$ cat config.mk
export PLATFORM = sky130hd
export DESIGN_NAME = trivium_out_buffer
export DESIGN_NICKNAME = d
export VERILOG_FILES = /design/src/rtl/trivium_out_buffer.sv
export SDC_FILE = /design/constraint.sdc
export NUM_CORES = 1
export LEC_CHECK = 0
export CELL_PAD_IN_SITES_DETAIL_PLACEMENT = 2
export CELL_PAD_IN_SITES_GLOBAL_PLACEMENT = 2
export CORE_UTILIZATION = 48
export DETAILED_ROUTE_END_ITERATION = 6
export PLACE_DENSITY = 0.88
export SLEW_MARGIN = 20
export SYNTH_ARGS = -nofsm -noshare
export SYNTH_HDL_FRONTEND = slang
export SYNTH_SLANG_ARGS = --single-unit
$ cat constraint.sdc
create_clock -name clk -period 4.65 [get_ports clk]
set_clock_uncertainty 0.1 [all_clocks]
set_input_delay 1.1625 -clock clk [delete_from_list [all_inputs] [get_ports clk]]
set_output_delay 1.1625 -clock clk [all_outputs]
set_load 0.1 [all_outputs]
$ cat src/rtl/trivium_out_buffer.sv
// rtl/trivium_out_buffer.sv - elastic byte buffer between the Trivium core and its consumer
//
// Purpose:
//   Captures every encrypted byte the cipher core emits (stream/wt_sgn) and
//   presents it downstream over a first-word fall-through valid/ready port.
//   The core cannot be stalled, so an early hold-off flag asks the controller
//   to stop issuing data strobes; a byte that still arrives while the buffer is
//   full is dropped and recorded in a sticky flag and a saturating counter.
//
// Ports:
//   clk        in   rising-edge clock
//   rst        in   synchronous active-high reset
//   in_data    in   [7:0] byte from the cipher core
//   in_valid   in   one-cycle pulse, in_data is a new byte
//   clr        in   synchronous flush, same effect as rst
//   out_data   out  [7:0] head byte, 0 while out_valid is low
//   out_valid  out  buffer holds at least one byte
//   out_ready  in   consumer takes the head byte this cycle
//   hold_off   out  count >= AFULL
//   count      out  [$clog2(DEPTH):0] stored bytes, 0..DEPTH
//   ovf        out  sticky, a byte was dropped since the last reset/flush
//   drop_cnt   out  [7:0] dropped bytes, saturating at 255

module trivium_out_buffer #(
  parameter int DEPTH = 16,
  parameter int AFULL = 12
) (
  input  logic                     clk,
  input  logic                     rst,
  input  logic [7:0]               in_data,
  input  logic                     in_valid,
  input  logic                     clr,
  output logic [7:0]               out_data,
  output logic                     out_valid,
  input  logic                     out_ready,
  output logic                     hold_off,
  output logic [$clog2(DEPTH):0]   count,
  output logic                     ovf,
  output logic [7:0]               drop_cnt
);

  localparam int AW = $clog2(DEPTH);
  localparam int CW = AW + 1;
  localparam logic [CW-1:0] C_FULL  = CW'(DEPTH);
  localparam logic [CW-1:0] C_AFULL = CW'(AFULL);

  typedef enum logic [1:0] {
    S_EMPTY,
    S_PARTIAL,
    S_HOLD,
    S_FULL
  } state_t;

  logic [7:0]    r_mem [DEPTH];
  logic [AW-1:0] r_wr_ptr;
  logic [AW-1:0] r_rd_ptr;
  logic [CW-1:0] r_count;
  logic          r_ovf;
  logic [7:0]    r_drop_cnt;
  state_t        r_state;

  logic          w_flush;
  logic          w_rd;
  logic          w_wr;
  logic          w_drop;
  logic [CW-1:0] w_count_nxt;
  state_t        w_state_nxt;

  assign w_flush = rst | clr;
  assign w_rd    = (r_count != '0) && out_ready;
  // A full buffer still accepts a byte when the head leaves in the same cycle.
  assign w_wr    = in_valid && ((r_count != C_FULL) || w_rd);
  assign w_drop  = in_valid && (r_count == C_FULL) && !w_rd;

  always_comb begin
    w_count_nxt = r_count;
    case ({w_wr, w_rd})
      2'b10:   w_count_nxt = r_count + CW'(1);
      2'b01:   w_count_nxt = r_count - CW'(1);
      default: w_count_nxt = r_count;
    endcase
  end

  // Occupancy band of the next count; count moves by at most one per cycle,
  // so the band can only step to a neighbour except on flush.
  always_comb begin
    w_state_nxt = S_PARTIAL;
    if (w_count_nxt == '0)
      w_state_nxt = S_EMPTY;
    else if (w_count_nxt == C_FULL)
      w_state_nxt = S_FULL;
    else if (w_count_nxt >= C_AFULL)
      w_state_nxt = S_HOLD;
  end

  always_ff @(posedge clk) begin
    if (w_flush) begin
      r_wr_ptr   <= '0;
      r_rd_ptr   <= '0;
      r_count    <= '0;
      r_ovf      <= 1'b0;
      r_drop_cnt <= 8'h00;
      r_state    <= S_EMPTY;
    end else begin
      if (w_wr)
        r_wr_ptr <= r_wr_ptr + AW'(1);
      if (w_rd)
        r_rd_ptr <= r_rd_ptr + AW'(1);
      r_count <= w_count_nxt;
      r_state <= w_state_nxt;
      if (w_drop) begin
        r_ovf <= 1'b1;
        if (r_drop_cnt != 8'hFF)
          r_drop_cnt <= r_drop_cnt + 8'h01;
      end
    end
  end

  // Storage carries no reset; validity is defined solely by the pointers and count.
  always_ff @(posedge clk) begin
    if (!w_flush && w_wr)
      r_mem[r_wr_ptr] <= in_data;
  end

  assign out_valid = (r_count != '0);
  assign out_data  = out_valid ? r_mem[r_rd_ptr] : 8'h00;
  assign hold_off  = (r_state == S_HOLD) || (r_state == S_FULL);
  assign count     = r_count;
  assign ovf       = r_ovf;
  assign drop_cnt  = r_drop_cnt;

endmodule
# After elaboration in Yosys (flattened, before gate mapping)
# Memory sizes are Yosys's and may differ from the RTL's. A register that Yosys moved wholly into a read port is not among the register bits.
# Index checks and enable logic that the tools add are counted.
[totals]
reg_bits = 24
ramBits = 128
input_bits = 13
output_inout_bits = 24
elab_cells = 43
memories = 1
[memory_table]
columns = ["memory", "words", "width", "read_ports", "rd_ports_with_merged_regs", "write_ports", "line_no", "rtl"]
rows = [
  ["r_mem", 16, 8, 1, 1, 1, "54", "logic [7:0] r_mem [DEPTH];"],
]
[classes]
addsub = 5
n_lt_le_gt_ge = 1
n_eq_ne = 8
n_mux = 8
bitwise = 1
reduce_logical = 13
[ops]
columns = ["cell", "count"]
rows = [
  ["$eq 5x5->1 const B", 2],
  ["$pmux 5 s2", 1],
  ["$add 4x1->4 const B", 2],
  ["$add 8x1->8 const B", 1],
  ["$mux 4", 2],
  ["$mux 8", 1],
  ["$ne 8x8->1 const B", 1],
  ["$eq 2x2->1 const B", 3],
  ["$add 5x1->5 const B", 1],
  ["$ge 5x4->1 const B", 1],
  ["$logic_and 1x1->1", 5],
  ["$logic_not 5->1", 1],
  ["$ne 5x5->1 const B", 1],
  ["$reduce_bool 5->1", 1],
  ["$sub 5x1->5 const B", 1],
  ["$mux 2", 2],
  ["$eq 2x1->1 const B", 1],
  ["$logic_not 1->1", 2],
  ["$logic_or 1x1->1", 2],
  ["$mux 1", 2],
  ["$reduce_and 2->1", 1],
  ["$reduce_or 2->1", 1],
  ["$or 1x1->1", 1],
]

# Depth between registers and ports, before layout
# Gate-level depths: netlist of the first run.
[logic_depth]
depth_word = 9
depth_mapped = 11
depth_no_buf = 10

# Worst setup path after synthesis of the first run
# No wires, ideal clock.
[synth_timing]
path_type = "reg-to-output"
startpoint = "register r_count[0], in the netlist count[0]"
endpoint = "output out_data[0]"
arrival_time_ps = 3290
required_ps = 3388
slack_ps = 98
stages_incl_launch_ff = 6
path_buffers = 2
cell_sequence = "dfxtp_1 -> clkbuf_1 -> nor4_1 -> nand2_1 -> clkbuf_1 -> and2_1"
[synth_via]
elab_chain_len = 2
[synth_lines]
columns = ["element", "line_no", "rtl"]
rows = [
  ["start, declared", "57", "logic [CW-1:0] r_count;"],
  ["start signal, assigned", "109", "r_count <= w_count_nxt;"],
  ["$reduce_bool 5->1", "125", "assign out_valid = (r_count != '0);"],
  ["via out_valid", "34", "output logic out_valid,"],
  ["$mux 8", "126", "assign out_data = out_valid ? r_mem[r_rd_ptr] : 8'h00;"],
  ["end, declared", "33", "output logic [7:0] out_data,"],
]
# The timed path passes the listed nets, and every way through them passes these cells.

# Worst setup path after layout of the first run
[layout_timing]
startpoint = "register r_count[3], in the netlist count[3]"
endpoint = "output out_valid"
[layout_via]
elab_chain_len = 1
[layout_lines]
columns = ["element", "line_no"]
rows = [
  ["$reduce_bool 5->1", "125"],
  ["end, declared", "34"],
]
# Every way passes these cells.

==> run_results.csv, run 1 <==
group,metric,value,unit
clock_tree,postCtsSetupBuffers,0,
floorplan,rows,41,
yosys,synth_enable_flop_cells,128,
detailed_routing,dr.pass1.iters,5,
yosys,synth_ff_type,"edfxtp_1",
yosys,yosysSeqAreaShare,70.1,%
placed_design,placed_area,0.00682,mm2
yosys,synthArstFlopShare,0,%
final_layout,antenna_cells,0,
final_layout,multi_input_area,0.00175,mm2
clock_tree,post_cts_resized,0,
clock_tree,clk_pin_slew,60,ps
timing,worst_hold_slack,386,ps
setup_path,path_cells,"nor4_1 > nand2_1 > clkdlybuf4s50_1",
clock_tree,clkLatencyLatePin,430,ps
detailed_routing,ant_nets,0,
status,status,"finished, final reports clean",
clock_tree,clk_path_buf_depth,2,
grt,grt_first_pass_wirelength,27200,um
grt,grt_usage,30.5,%
final_layout,instances_no_fill,592,
pwr,p_leak,0.00233,uW
timing,slew_headroom,33.0,%
placed_design,hpwlAfterDp,11400,um
final_layout,fillers,1062,
final_layout,drive_above_1_share,22.9,%
timing,rsz0062_at_grt,"no",
placed_design,place_ws,455,ps
grt,grt_pass1_vias,3981,
yosys,synth_seq_cells,155,
floorplan,fp.dieArea,0.0135,mm2
placed_design,dp_cells,560,
final_layout,seq_area,0.00439,mm2
floorplan,io_pins,37,
detailed_routing,via_count,3660,
setup_path,critPathArrivalTime,3110,ps
yosys,yosysWarningCount,0,
floorplan,dieHeight,116,um
detailed_routing,post_drt_wl_per_cell,31.6,um
timing,period_needed,4370,ps
detailed_routing,viasPerCell,6.18,
setup_path,endpoint_kind,"primary output",
grt,overflow,0,
detailed_routing,drc,0,
clock_tree,htreeDepth,4,
grt,grt_max_degree,33,
placed_design,place_congestion,0.782,
clock_tree,cts_tree,"yes",
clock_tree,cts.sinks,155,
setup_path,cp_num_buf_inv,1,
final_layout,syn_to_final_growth,18.1,%
clock_tree,numCtsBuffers,17,
clock_tree,postCtsHoldBufs,0,
yosys,ys_types,42,
pwr,irDropWorstVdd,0.000265,V
yosys,synthesis.area,0.00626,mm2
timing,fmax,229,MHz
placed_design,numPortBuffers,36,
floorplan,core_area,0.0127,mm2
setup_path,slowest_stage,"clkdlybuf4s50_1",
yosys,syn_inst,362,
detailed_routing,drt_wl_total,18700,um
detailed_routing,drt-initial-drc-count,288,
timing,fin_crit_sh,94.0,%
floorplan,fp.dieW,116,um
final_layout,nets,427,
pwr,p_per_area,415,mW/mm2
setup_path,slowest_delay,1110,ps
timing,tightest_slew,1000,ps
grt,antenna_found_initial,0,
setup_path,cp_max_fo,11,
setup_path,crit_family,"simple AND/OR/NAND/NOR gates",
hold_path,hold_path.class,"flop to flop",
yosys,synth_area_per_cell,17.3,um2
setup_path,crit_path_start_kind,"flop",
timing,setup_viol,0,
timing,hold_viol_final,0,
setup_path,critPathRequiredTime,3390,ps
floorplan,start_util,49.4,%
timing,layout_setup_ws,280,ps
setup_path,worstSetupPathType,"flop to primary output",
clock_tree,cts_root_buffer,"clkbuf_16",
final_layout,final_cell_area,0.00739,mm2
yosys,synth_nets,382,
timing,maxSlewViolCount,0,
timing,tns,0,ps
job,max_cap_violations,0,
worst register-to-register path, cell delays in order, from the launching register on:
cell	delay, ps
dfxtp_1	440
or4_4	610
o21ai_0	670
nor2_1	120
xor2_1	200
ha_1	310
nor4b_1	770
a211oi_1	280
o31a_1	340
o21a_1	190
nor2_1	90
routing by layer:
layer	up-vias	wire length (um)	GRT usage [%]
met5	-	0	0
met4	0	707	14.7
met3	48	966	7.11
met2	148	9720	50.6
met1	1957	7340	38.1
li1	1507	-	-
flip-flops by register name, indices dropped and copies added, names as in the netlist, named ones only:
signal and cells:
r_state 1, r_mem 128, ovf 1, count 5, r_wr_ptr 4, drop_cnt 8
r_rd_ptr 4
layout by cell type, fill, tap and decap left out, drive strengths merged, types with 5 or more instances in the layout:
master | synthesis | routed
buf | 9 | 21
ha | 7 | 7
edfxtp | 128 | 128
clkinv | 0 | 7
clkbuf | 14 | 17
and2 | 8 | 8
mux4 | 40 | 40
nor2 | 37 | 37
nor3 | 8 | 8
inv | 4 | 8
nand2 | 12 | 12
xor2 | 5 | 5
nand3 | 7 | 7
a21oi | 5 | 5
xnor2 | 8 | 8
dfxtp | 27 | 27
clkdlybuf4s50 | 0 | 28
area by class of cell:
type,count,share of cell area (%)
Clock buffer,17,5.76
Clock inverter,15,1.91
Inverter,4,0.203
Multi-Input combinational cell,180,23.7
Sequential cell,155,59.4
Tap cell,172,2.91
Timing Repair Buffer,49,6.10
Yosys cell counts, drive strengths merged, types with 7 or more instances:
cell / n / area share [%]
mux4: 40 / 14
dfxtp: 27 / 8.6
clkbuf: 14 / 0.84
xnor2: 8 / 1.1
nor3: 8 / 0.64
nor2: 37 / 2.2
and2: 8 / 0.80
ha: 7 / 1.4
edfxtp: 128 / 61
buf: 9 / 0.80
nand3: 7 / 0.56
nand2: 12 / 0.72
logic make-up after synthesis:
kind of cell | Yosys count | share of synthesized area, %
AO/OA/AOI/OAI | 22 | 2.38
XOR/XNOR | 13 | 1.82
adder cells (fa/ha/maj) | 7 | 1.40
buffers and inverters | 27 | 1.88
flip-flops | 155 | 70.1
multiplexers | 43 | 14.9
AND/OR/NAND/NOR | 95 | 7.56
report_power, final:
part           internal (uW)  switching, uW  leakage, uW  total, uW
clock network            744            610     0.000271       1350
registers               1510           9.69      0.00137       1520
logic                   56.3            136     0.000687        193
total                   2310            756      0.00233       3060
path summary, 6_finish.rpt:
kind / from / end / slack (ps) / cells after the start
max reg2reg: count[3] / r_state[1] / 480 / 10
max: count[3] / out_valid / 280 / 3
min: ovf / ovf / 390 / 2
min reg2reg: ovf / ovf / 390 / 2
metrics by stage:
stage	power [uW]	utilization [%]
after floorplan	1660	-
after global placement	1720	53.8
after detailed placement	1730	53.8
after CTS	3080	58.3
after global routing	3130	58.3
final	3060	58.3
(Power assumes the default switching activity.)
==> run 2: changes to the inputs <==
GPL_TIMING_DRIVEN = 0   (was not set)
SKIP_LAST_GASP = 1   (was not set)
==> run_results.csv, run 2 (same netlist as run 1, synthesis figures left out) <==
group,metric,value,unit
grt,grt_use_met2,52.4,%
hold_path,hold_path.class,"flop to flop",
setup_path,endpoint_kind,"primary output",
setup_path,worstSetupPathType,"flop to primary output",
clock_tree,numCtsBuffers,17,
final_layout,fillers,1053,
pwr,p_clk_share,46.7,%
final_layout,largest_reg_flops,128,
final_layout,post-route-util,59.2,%
timing,tightest_slew,1060,ps
detailed_routing,drt-initial-drc-count,350,
pwr,switching_share,23.5,%
final_layout,drive_above_1_share,21.4,%
detailed_routing,ant_nets,0,
grt,grt_pass1_vias,4089,
detailed_routing,drt_wl_total,19700,um
clock_tree,postCtsHoldBufs,0,
final_layout,top_register,"r_mem",
clock_tree,htreeDepth,4,
clock_tree,cts_tree,"yes",
pwr,intPower,2460,uW
grt,antenna_found_initial,0,
clock_tree,clk_path_buf_depth,2,
setup_path,crit_path_start_kind,"flop",
floorplan,fp.dieW,116,um
pwr,p_leak,0.00236,uW
setup_path,slowest_delay,1260,ps
pwr,p_per_area,428,mW/mm2
status,status,"finished, final reports clean",
timing,slew_headroom,29.2,%
floorplan,rows,41,
timing,hold_viol_final,0,
setup_path,slowest_stage,"clkdlybuf4s50_1",
placed_design,hpwlAfterDp,12600,um
floorplan,dieHeight,116,um
setup_path,cp_common_cell,"clkbuf_1",
timing,period_needed,4570,ps
grt,grt_max_degree,17,
clock_tree,clkLatencyLatePin,430,ps
timing,fin_crit_sh,98.4,%
detailed_routing,via_count,3815,
clock_tree,cts_root_buffer,"clkbuf_16",
placed_design,place_ws,-310,ps
timing,fmax,219,MHz
setup_path,cp_max_fo,10,
final_layout,nets,441,
final_layout,syn_to_final_growth,20.0,%
pwr,irDropWorstVdd,0.000456,V
detailed_routing,drc,0,
grt,gr-usage-met1,42.2,%
grt,grtUsageMet3,7.99,%
detailed_routing,dr.pass1.iters,4,
floorplan,core_area,0.0127,mm2
clock_tree,clk_pin_slew,60,ps
pwr,pwr-share-seq,47.0,%
timing,maxSlewViolCount,0,
floorplan,io_pins,37,
grt,grt_usage,32.3,%
setup_path,critPathRequiredTime,3390,ps
setup_path,critPathArrivalTime,3310,ps
clock_tree,postCtsSetupBuffers,0,
timing,layout_setup_ws,75.8,ps
placed_design,place_congestion,0.757,
final_layout,antenna_cells,0,
floorplan,start_util,49.4,%
pwr,p_sw,755,uW
grt,overflow,0,
grt,grt_first_pass_wirelength,28800,um
job,max_cap_violations,0,
detailed_routing,post_drt_wl_per_cell,32.5,um
timing,rsz0062_at_grt,"no",
grt,gr-max-usage-layer,"met2",
floorplan,fp.dieArea,0.0135,mm2
final_layout,final_cell_mix,"edfxtp_1 (128), mux4_2 (40), nor2_1 (37)",
final_layout,final_common_cell,"edfxtp_1",
clock_tree,cts.sinks,155,
clock_tree,post_cts_resized,15,
pwr,comb_power_share,6.3,%
timing,setup_viol,0,
placed_design,numPortBuffers,36,
setup_path,path_cells,"clkbuf_1 > nor4_1 > nand2_1 > clkbuf_1 > clkdlybuf4s50_1",
detailed_routing,viasPerCell,6.30,
run 2: cell count changes in the layout (fill, tap and decap cells not counted), sizes merged:
cell / delta
clkbuf: +18
buf: -8
bufinv: +3
clkinv: -3
clkinvlp: +3
inv: -3
clkdlybuf4s15: +2
dlygate4sd2: +2
run 2: layout make-up:
| cell class | count | area [um2] | share of cell area [%] |
|---|---|---|---|
| Multi-Input combinational cell | 180 | 1780 | 23.7 |
| Sequential cell | 155 | 4380 | 58.4 |
| Inverter | 4 | 15.0 | 0.200 |
| Tap cell | 172 | 215 | 2.87 |
| Buffer | 23 | 110 | 1.47 |
| Clock buffer | 17 | 425 | 5.67 |
| Timing Repair Buffer | 40 | 378 | 5.03 |
| Clock inverter | 15 | 199 | 2.65 |
run 2: metal layers:
layer | up-vias | wire length (um)
met5 | - | 0
met4 | 0 | 651
met3 | 48 | 1500
met2 | 217 | 9860
met1 | 2015 | 7700
li1 | 1535 | -
run 2: path summary, 6_finish.rpt:
kind              slack (ps)         end  cells past startpoint      from
setup / recovery          80   out_valid                      5  count[0]
hold / removal           410         ovf                      2       ovf
setup reg to reg         690  r_state[1]                     11  count[0]
hold reg to reg          410         ovf                      2       ovf
run 2: per-stage QoR:
stage	hold WS, ps	instance area, um2	setup TNS [ps]	power [uW]	std cells
floorplan	359	6260	0	1660	362
detailed placement	391	6890	-324	1740	574
finish	414	7510	0	3220	606
global placement	333	6830	-11960	1720	570
global route	436	7510	0	3280	606
CTS	425	7520	0	3220	606
run 2: critical path: cells and delay by family, from the launching register on:
family,cells,cell delay [ps]
buffers and inverters,3,2140
flip-flops,1,400
AND/OR/NAND/NOR,2,330
run 2: power by group through the flow:
stage / logic, uW / registers (uW) / clock network (uW)
after CTS: 202 / 1510 / 1510
after floorplan: 115 / 1550 / 0
final: 203 / 1510 / 1500
after detailed placement: 200 / 1540 / 0
after global placement: 184 / 1540 / 0
after global routing: 210 / 1510 / 1560
